<file path="src/rtl/serial_subtractor_if.sv">
// Operand/result handshake bundle for serial_subtractor.
// The Ovf signal exists only when SERIAL_SUB_OVF_EN is defined.
interface serial_subtractor_if #(
    parameter int WIDTH = 8
);
    logic             in_valid;
    logic             in_ready;
    logic [WIDTH-1:0] A;
    logic [WIDTH-1:0] B;
    logic             Bin;
    logic             out_valid;
    logic             out_ready;
    logic [WIDTH-1:0] Diff;
    logic             Borrow;
`ifdef SERIAL_SUB_OVF_EN
    logic             Ovf;
`endif

    modport master (
        output in_valid, A, B, Bin, out_ready,
        input  in_ready, out_valid, Diff, Borrow
`ifdef SERIAL_SUB_OVF_EN
        , input Ovf
`endif
    );

    modport slave (
        input  in_valid, A, B, Bin, out_ready,
        output in_ready, out_valid, Diff, Borrow
`ifdef SERIAL_SUB_OVF_EN
        , output Ovf
`endif
    );
endinterface

</file>
<file path="src/rtl/serial_subtractor.sv">
// Bit-serial subtractor, Diff = A - B - Bin, one bit per clock, LSB first.
// Optional signed-overflow output enabled by defining SERIAL_SUB_OVF_EN.
module serial_subtractor #(
    parameter int WIDTH = 8
) (
    input logic                clk,
    input logic                rst,
    serial_subtractor_if.slave bus
);
    localparam int IDX_W = $clog2(WIDTH);

    typedef enum logic [1:0] {
        IDLE,
        RUN,
        DONE
    } state_t;

    state_t           state;
    logic [WIDTH-1:0] a_sh;
    logic [WIDTH-1:0] b_sh;
    logic [WIDTH-1:0] res;
    logic [IDX_W-1:0] idx;
    logic             bq;
    logic             in_ready_q;
    logic             out_valid_q;
`ifdef SERIAL_SUB_OVF_EN
    logic             ovf_q;
`endif

    // Bit cell: two cascaded half-subtractors feeding the registered borrow.
    logic d1, bo1, d, bo2, b_next;
    assign d1     = a_sh[0] ^ b_sh[0];
    assign bo1    = ~a_sh[0] & b_sh[0];
    assign d      = d1 ^ bq;
    assign bo2    = ~d1 & bq;
    assign b_next = bo1 | bo2;

    // NOTE: a_sh/b_sh are left out of reset: every transaction reloads them
    // before use, so resetting them would only add reset fan-out.
    always_ff @(posedge clk) begin
        if (rst) begin
            state       <= IDLE;
            in_ready_q  <= 1'b1;
            out_valid_q <= 1'b0;
            res         <= '0;
            bq          <= 1'b0;
            idx         <= '0;
`ifdef SERIAL_SUB_OVF_EN
            ovf_q       <= 1'b0;
`endif
        end else begin
            // NOTE: non-blocking assignments so every register samples the
            // values present before this edge, regardless of statement order.
            unique case (state)
                IDLE: begin
                    if (bus.in_valid && in_ready_q) begin
                        a_sh       <= bus.A;
                        b_sh       <= bus.B;
                        bq         <= bus.Bin;
                        idx        <= '0;
                        in_ready_q <= 1'b0;
                        state      <= RUN;
                    end
                end
                RUN: begin
                    a_sh <= a_sh >> 1;
                    b_sh <= b_sh >> 1;
                    res  <= {d, res[WIDTH-1:1]};
                    bq   <= b_next;
                    idx  <= idx + 1'b1;
                    if (idx == IDX_W'(WIDTH - 1)) begin
`ifdef SERIAL_SUB_OVF_EN
                        // Borrow into the MSB versus borrow out of it.
                        ovf_q       <= bq ^ b_next;
`endif
                        out_valid_q <= 1'b1;
                        state       <= DONE;
                    end
                end
                DONE: begin
                    if (out_valid_q && bus.out_ready) begin
                        out_valid_q <= 1'b0;
                        in_ready_q  <= 1'b1;
                        state       <= IDLE;
                    end
                end
                default: begin
                    state       <= IDLE;
                    in_ready_q  <= 1'b1;
                    out_valid_q <= 1'b0;
                end
            endcase
        end
    end

    assign bus.in_ready  = in_ready_q;
    assign bus.out_valid = out_valid_q;
    assign bus.Diff      = res;
    assign bus.Borrow    = bq;
`ifdef SERIAL_SUB_OVF_EN
    assign bus.Ovf       = ovf_q;
`endif
endmodule
</file>
<file path="src/flat_wrapper.sv">
// flat-port wrapper written by rule: the top's interface ports become plain ports
module serial_subtractor_flat 
#(
    parameter int WIDTH = 8
)
  (clk, rst, bus_in_valid, bus_A, bus_B, bus_Bin, bus_out_ready, bus_in_ready, bus_out_valid, bus_Diff, bus_Borrow);
  serial_subtractor_if #(.WIDTH(WIDTH)) bus_i ();
  input logic clk;
  input logic rst;
  input wire logic [$bits(bus_i.in_valid)-1:0] bus_in_valid;
  input wire logic [$bits(bus_i.A)-1:0] bus_A;
  input wire logic [$bits(bus_i.B)-1:0] bus_B;
  input wire logic [$bits(bus_i.Bin)-1:0] bus_Bin;
  input wire logic [$bits(bus_i.out_ready)-1:0] bus_out_ready;
  output wire logic [$bits(bus_i.in_ready)-1:0] bus_in_ready;
  output wire logic [$bits(bus_i.out_valid)-1:0] bus_out_valid;
  output wire logic [$bits(bus_i.Diff)-1:0] bus_Diff;
  output wire logic [$bits(bus_i.Borrow)-1:0] bus_Borrow;
  assign bus_i.in_valid = bus_in_valid;
  assign bus_i.A = bus_A;
  assign bus_i.B = bus_B;
  assign bus_i.Bin = bus_Bin;
  assign bus_i.out_ready = bus_out_ready;
  assign bus_in_ready = bus_i.in_ready;
  assign bus_out_valid = bus_i.out_valid;
  assign bus_Diff = bus_i.Diff;
  assign bus_Borrow = bus_i.Borrow;
  serial_subtractor #(.WIDTH(WIDTH)) u_core (.clk(clk), .rst(rst), .bus(bus_i));
endmodule
</file>
<file path="config.mk">
export PLATFORM = sky130hd
export DESIGN_NAME = serial_subtractor_flat
export DESIGN_NICKNAME = d
export VERILOG_FILES = /design/src/rtl/serial_subtractor_if.sv /design/src/rtl/serial_subtractor.sv /design/src/flat_wrapper.sv
export SDC_FILE = /design/constraint.sdc
export NUM_CORES = 1
export LEC_CHECK = 0
export BUFFER_PORTS_ARGS = -buffer_cell sky130_fd_sc_hd__buf_2
export CAP_MARGIN = 10
export CORE_ASPECT_RATIO = 0.9
export CORE_MARGIN = 2
export CORE_UTILIZATION = 52
export CTS_CLUSTER_SIZE = 28
export DETAILED_ROUTE_END_ITERATION = 6
export GPL_TIMING_DRIVEN = 1
export PLACE_DENSITY = 0.77
export SLEW_MARGIN = 20
export SYNTH_ARGS = -nofsm -noshare
export SYNTH_HDL_FRONTEND = slang
export SYNTH_SLANG_ARGS = --single-unit
export TNS_END_PERCENT = 10
</file>
<file path="constraint.sdc">
create_clock -name clk -period 2.67 [get_ports clk]
set_input_delay 0.4005 -clock clk [delete_from_list [all_inputs] [get_ports clk]]
set_output_delay 0.4005 -clock clk [all_outputs]
set_load 0.02 [all_outputs]
</file>
==> results by stage, run 1 <==
Yosys:
- The count of state elements after synthesis is 32.
- The post-synthesis instance total is 148.
- The sequential share of the synthesized area is 56.3%.
- The synthesized netlist devotes 11.2% of its cell area to compound gates.
- Multiplexer cells account for 0.792% of the synthesized area.
- The share of synthesized cell area in full adder, half adder and majority cells is 3.17%.
- The count of cell types in the netlist is 26.
- A synthesized cell averages 9.60 sq um.
- The total of warnings raised by yosys is 0.
- Of the total synthesized cell area, the portion taken by XOR and XNOR cells is 0%.
- The summed instance area of the synthesized netlist is 0.00142 sq mm.
- The post-synth net total is 172.
- After synthesis, the largest family of logic cells by area is simple AND/OR/NAND/NOR gates.
- The simple-gate area share of the yosys netlist is 22.1%.

Detailed routing:
- In this run, the number of DRC markers left after iteration 0 of detailed routing was 17.
- The final routed wirelength across all metal layers is 2.47 mm.
- The number of detailed-routing iterations run before antenna repair is 4.
- In the routed design, unresolved DRC markers number 0.
- Using the TritonRoute via totals, the vias-per-cell ratio works out to 4.94.
- The remaining antenna violation count after routing is 0.
- After detailed routing, the average wire length per cell comes to 12.0 um.
- The total via count after detailed routing is 1018.

Setup path:
- The critical path in this run is classified as reg -> reg.
- The required time of the critical path is 2.90 ns.
- The critical path contains buffers and inverters numbering 0 combined.
- For this run, the slowest stage of the critical path takes 0.74 ns.
- STA puts the critical path data arrival time at 1.97 ns.
- The kind of start point of the critical path is a register.
- The worst setup path is captured at a register.
- The most frequent cell on the critical path is nand2b_1.
- Among all stages on the critical path, the largest delay is contributed by nand2b_1.
- The setup slack on the worst flop-to-flop path is 0.92 ns.
- Traced cell by cell, the critical path runs through nand2b_1 > nand2b_1 > a31o_1.
- The critical path runs through a total of 3 cells.
- The biggest fanout along the worst timing path is 25.
- The path depth of the worst reg2reg path is 3.
- The reg-to-reg critical path endpoint is u_core.bus.Borrow.
- The family of cells with the greatest summed delay on the critical path is simple AND/OR/NAND/NOR gates.
- The worst reg2reg path startpoint is u_core.state[1].

Global route:
- The total routing usage reported by global routing is 18.4%.
- The first global-routing pass estimated 4.10 mm of wire.
- Global routing used 27.8% of the available met2 tracks.
- The global routing stage identified its most utilized layer as met2.
- Global routing finished with a remaining overflow of 0.
- The global routing met3 resource utilization is 8.17%.
- The met1 usage is 21.8%.
- The number of global-route vias before repair came to 947.
- The number of antenna violations at the first check in global routing came to 0.
- The largest net degree at the start of global routing is 27.

CTS:
- The worst-case clock buffer depth is 2.
- Post-CTS repair changed the size of 0 cells.
- The clock tree from TritonCTS is yes.
- Post-CTS timing repair inserted 0 buffers for setup.
- The later-pin clock latency in the skew report is 0.34 ns.
- CTS placed an instance of clkbuf_4 at the clock tree root.
- The total CTS buffers is 5.
- After clock tree synthesis, the clock-pin slew on the worst setup and hold paths is 0.10 ns.
- CTS built an H-tree with a depth of 2.
- Counting every sink on the clock net gives 32.
- The number of buffers inserted for hold repair after clock tree synthesis is 0.

STA:
- For the pin with the worst max-slew slack, the measured transition is 0.878 ns.
- After layout, the worst path uses 65.4% of the clock period.
- The achievable clock frequency is 0.573 GHz.
- The worst path needs 1.75 ns of the cycle, external delays included.
- The worst max-slew margin expressed relative to the limit is 41.5%.
- Setup repair after global routing left no endpoint under its margin.
- The number of max-slew violations in the final report is 0.
- The worst path meets setup with 0.925 ns of slack.
- Setup total negative slack on the finished layout was measured at 0 ns.
- The final-report hold violation count is 0.
- Setup violations remaining at the end of the flow were counted as 0.
- The clock skew is 0.0114 ns.

Finish:
- The repair_antennas step left the layout with diodes totalling 0.
- The total number of nets in the final design is 201.
- The share of final-layout standard cells stronger than drive strength 1 is 27.5%.
- The post-layout instance area is 0.00162 sq mm.
- Excluding fillers, the count of instances in the completed layout stands at 206.
- In the final layout, the multi-input gates occupy 534 sq um.
- The area used by sequential logic in the layout is 801 sq um.
- Cells fill 64.0% of the core in the end.
- The final-layout fill cell count is 213.
- The most common cell after layout, fill and taps aside is nand2_1.
- The synthesis-to-layout area growth is 14.0%.
- The library cells used most frequently in the layout, excluding fill and tap cells, are nand2_1 (63), buf_2 (31), edfxtp_1 (16), dfxtp_1 (16), a21oi_1 (8).

Worst hold path:
- The endpoint with the worst hold slack is u_core.a_sh[5].
- The worst hold path stage count is 3.
- The start point of the worst hold path is bus_A[5].
- The path class of the tightest hold or removal check is in -> reg.

Status:
- The flow ran to the end, and the final reports show no timing, DRC or antenna violations.

Place:
- During placement, the flow inserted port buffers numbering 31.
- The last weighted congestion value of the routability-driven placer is 0.738.
- The placed standard-cell area is 0.00154 sq mm.
- The HPWL after detailed placement is 1.68 mm.
- The cell count after placement is 198.
- Timing analysis after detailed placement gives a worst setup slack of 0.964 ns.

Power and ir drop:
- The peak ir drop on the vdd network is 330 uV.
- The leakage component of the power is 0.723 nW.
- The power per cell area is 646 mW/mm^2.

Floorplan:
- The die covers 0.00317 sq mm.
- Measured along the y axis, the die boundary spans 53.6 um.
- The starting utilization of the core area is 56.2%.
- The count of boundary I/O pins is 32.
- The area of the core is 0.00253 sq mm.
- The width of the die is 59.1 um.
- Row generation in the floorplan step produced 17 rows.

Run:
- The reported max-cap violation count is 0.
flip-flops by register name (all words and copies together) (netlist names):
register and cells:
u_core.a_sh 8, u_core.b_sh 8, u_core.bus.Diff 8, u_core.idx 3, u_core.state 2, u_core.bus.Borrow 1, u_core.bus.in_ready 1, u_core.bus.out_valid 1
logic make-up (layout without fill, tap and decap cells):
| kind of cell | Yosys count | in the layout |
|---|---|---|
| flops | 32 | 32 |
| simple gates | 77 | 77 |
| buf+inv | 13 | 43 |
| fa+ha+maj | 3 | 3 |
| mux | 1 | 1 |
| compound gates | 22 | 22 |
worst min-delay path: stages:
cell and delay [ns]:
buf_2 0.07, nand2_1 0.04, nand2_1 0.05
synthesized netlist by cell type:
| cell | instances | area [sq um] |
|---|---|---|
| nand2b_1 | 3 | 18.8 |
| a211oi_2 | 1 | 12.5 |
| dfxtp_1 | 16 | 320 |
| inv_1 | 3 | 11.3 |
| o211a_1 | 1 | 10.0 |
| a21oi_2 | 7 | 61.3 |
| nor3_1 | 2 | 10.0 |
| mux2_2 | 1 | 11.3 |
| buf_6 | 2 | 22.5 |
| fa_1 | 1 | 20.0 |
| o21ai_0 | 2 | 10.0 |
| a2bb2oi_1 | 1 | 8.76 |
| and2b_1 | 1 | 7.51 |
| buf_8 | 1 | 15.0 |
| o21bai_1 | 1 | 7.51 |
| buf_2 | 4 | 20.0 |
| ha_1 | 2 | 25.0 |
| nand3b_1 | 1 | 7.51 |
| a31o_1 | 1 | 8.76 |
| nor2b_1 | 1 | 6.26 |
| nor2_1 | 4 | 15.0 |
| nand2_1 | 63 | 236 |
| buf_4 | 3 | 22.5 |
| and2_1 | 2 | 12.5 |
| edfxtp_1 | 16 | 480 |
| a21oi_1 | 8 | 40.0 |
metal layers:
metal | part of all wire [%] | up-vias
li1 | - | 540
met1 | 47 | 447
met2 | 46 | 26
met3 | 5.1 | 5
met4 | 2.1 | 0
met5 | 0 | -
area by class of cell:
type | instances | area share, %
timing repair buffer | 32 | 10.0
inverter | 3 | 0.695
tap | 28 | 2.16
clock inverter | 2 | 2.16
clock buffer | 6 | 2.55
multi-input combinational | 103 | 33.0
sequential | 32 | 49.4
report_power, final:
group | leakage, nW | internal [W] | switching [W]
sequential | 0.281 | 0.000551 | 0.0000152
clock | 0.0422 | 0.000196 | 0.000164
combinational | 0.399 | 0.0000460 | 0.0000753
total | 0.723 | 0.000793 | 0.000254
how the worst max path moves through the flow:
stage                     slack [ns]           endpoint                start
final                           0.92  u_core.bus.Borrow      u_core.state[1]
after floorplan                 0.46     u_core.a_sh[0]  u_core.bus.in_ready
after global routing            0.73  u_core.bus.Borrow      u_core.state[1]
after global placement          1.04  u_core.bus.Borrow      u_core.state[1]
after detailed placement        0.96  u_core.bus.Borrow      u_core.state[1]
after CTS                       0.93  u_core.bus.Borrow      u_core.state[1]
through the flow:
step / total power [W] / hold slack, ns
CTS: 0.00105 / 0.317
global route: 0.00110 / 0.297
finish: 0.00105 / 0.329
global placement: 0.000692 / 0.455
detailed placement: 0.000698 / 0.459
floorplan: 0.000672 / 0.458
No activity file was read; power rests on OpenSTA's default activity.
==> run 2: changes to the inputs <==
Settings changed: CORE_UTILIZATION 52 to 47, PLACE_DENSITY 0.77 to 0.74.
Clock period 2.67 ns to 1.5 ns, I/O delays scaled along.
==> results by stage, run 2 (synthesis gave the netlist of run 1 again) <==
Detailed routing:
- The final routed wire length divided by cell count is 11.4 um (-4.5%).
- The final routed wirelength across all metal layers is 2.55 mm (+3.4%).
- The remaining antenna violation count after routing was 0 (unchanged).
- The iteration-0 DRC count of the detailed router is 26 (+9).
- The number of detailed-routing iterations run before antenna repair is 4 (unchanged).
- The total via count after detailed routing is 1078 (+5.9%).
- The post-detailed-route DRC marker count came to 0 (unchanged).
- The number of vias per cell is 4.83 (-2.2%).

Floorplan:
- The number of placement rows was 18 (+1).
- The starting utilization of the core area is 50.5% (-5.7 points).
- The width of the die is 62.0 um (+4.8%).
- The vertical extent of the die is 56.2 um (+4.8%).
- The count of boundary I/O pins is 32 (unchanged).
- The overall die area is 0.00348 sq mm (+9.9%).
- The area of the core is 0.00282 sq mm (+11%).

STA:
- The total negative slack for setup checks is 0 ns (unchanged).
- Setup repair after global routing left no endpoint under its margin.
- The share of the clock period used by the worst path after layout is 85.1% (+20 points).
- The worst max-slew margin expressed relative to the limit is 72.4% (+31 points).
- The worst-case setup margin in the final layout is 0.224 ns (-0.701 ns).
- The final-report hold violation count is 0 (unchanged).
- The smallest hold slack is 0.161 ns (-0.168 ns).
- The clock skew is 0.00501 ns (-0.00640 ns).
- The number of setup violations in the final report came to 0 (unchanged).
- The minimum clock period came to 1.28 ns (-0.469 ns).
- The number of max-slew violations in the final report is 0 (unchanged).
- The achievable clock frequency was 0.784 GHz (+37%).
- The slew at the pin with the worst max-slew slack came to 0.414 ns (-0.464 ns).

CTS:
- The later-pin clock latency in the skew report is 0.32 ns (-0.02 ns).
- The worst-case clock buffer depth came to 2 (unchanged).
- The total CTS buffers is 5 (unchanged).
- The number of buffers inserted for hold repair after clock tree synthesis is 0 (unchanged).
- The clock sink count is 32 (unchanged).
- The clock tree from TritonCTS is yes.
- The cell sitting at the root of the clock tree is a clkbuf_4.
- The number of setup buffers added after CTS is 0 (unchanged).
- The post-cts resize count is 0 (unchanged).
- The count of H-tree levels built during CTS is 2 (unchanged).
- The post-CTS clock slew at the launch and capture registers of the worst setup and hold paths is 0.10 ns (about the same).

Place:
- The last weighted congestion value of the routability-driven placer was 0.725 (-1.8%).
- The pre-CTS setup slack was 0.247 ns (-0.717 ns).
- The HPWL after detailed placement was 1.85 mm (+11%).
- The number of port buffers is 31 (unchanged).

Global route:
- The wire length of the first global-routing pass was 4.24 mm (+3.5%).
- The number of global-route vias before repair is 1020 (+7.7%).
- The largest net degree at the start of global routing is 18 (-33%).
- The total overflow reported by the global router is 0 (unchanged).
- The total routing usage reported by global routing is 16.6% (-1.8 points).
- The number of antenna violations at the first check in global routing is 0 (unchanged).

Setup path:
- The path depth of the worst reg2reg path is 4 (+1).
- The biggest fanout along the worst timing path is 16 (-36%).
- The kind of start point of the critical path is a register.
- The arrival time of data at the critical path endpoint is 1.50 ns (-0.47 ns).
- STA classifies the critical path endpoint as a register.
- The startpoint-to-endpoint class of the critical path is reg -> reg.
- The required time of the critical path is 1.72 ns (-1.18 ns).

Power and ir drop:
- The power per cell area was 1050 mW/mm^2 (+62%).
- The peak ir drop on the vdd network is 527 uV (+60%).
- The leakage component of the power came to 0.741 nW (+2.5%).

Finish:
- The library cell used most frequently in the layout, excluding fill and tap cells, is nand2_1.
- The antenna diode count came to 0 (unchanged).
- The area of the multi-input gates is 541 sq um (+1.2%).
- The share of final-layout standard cells stronger than drive strength 1 is 29.0% (+1.4 points).
- The area used by sequential logic in the layout came to 801 sq um (unchanged).
- The synthesis-to-layout area growth is 17.8%.
- The final-layout fill cell count is 269 (+26%).
- The library cells used most frequently in the layout, excluding fill and tap cells, are nand2_1 (63), buf_2 (31), edfxtp_1 (16), dfxtp_1 (16), a21oi_1 (8).
- The total number of nets in the final design is 206 (+2.5%).

Worst hold path:
- The class of the worst hold path is in -> reg.
- The worst hold path stage count was 3 (unchanged).

Run:
- The reported max-cap violation count is 0 (unchanged).

Status:
- The run finished with clean final reports.
[run 2: report_power, final]
part	leakage, nW	switching, W	internal, W
combinational	0.427	0.000138	0.0000998
sequential	0.281	0.0000270	0.000980
clock	0.0326	0.000275	0.000231
total	0.741	0.000440	0.00131
[run 2: worst paths after layout]
kind | startpoint | endpoint | slack (ns)
max | u_core.state[0] | u_core.bus.Borrow | 0.22
min | bus_A[2] | u_core.a_sh[2] | 0.16
max reg2reg | u_core.state[0] | u_core.bus.Borrow | 0.22
min reg2reg | u_core.bus.Diff[2] | u_core.bus.Diff[1] | 0.47
[run 2: through the flow]
step                power [W]  utilization, %  area, sq um  cells
floorplan             0.00120               -         1430    148
global placement      0.00126            57.4         1620    215
detailed placement    0.00127            57.4         1620    215
CTS                   0.00177            59.5         1670    223
global route          0.00184            59.5         1670    223
finish                0.00175            59.5         1670    223
[run 2: worst max-delay path, stage by stage, from the launching register on]
cell	delay, ns
dfxtp_1	0.50
and2b_1	0.19
buf_4	0.20
nand2_1	0.07
a31o_1	0.20
[run 2: cell type report]
type                       instances  share of cell area, %
tap                               40                   2.99
multi-input combinational        103                   32.3
timing repair buffer              37                   12.7
inverter                           3                  0.673
sequential                        32                   47.8
clock buffer                       8                   3.51
[run 2: routing by layer]
| metal | up-vias | global-route usage, % | part of all wire [%] |
|---|---|---|---|
| li1 | 554 | - | - |
| met4 | 0 | 7.60 | 1.2 |
| met1 | 496 | 20.9 | 45 |
| met5 | - | 0 | 0 |
| met2 | 24 | 25.6 | 48 |
| met3 | 4 | 5.12 | 5.0 |
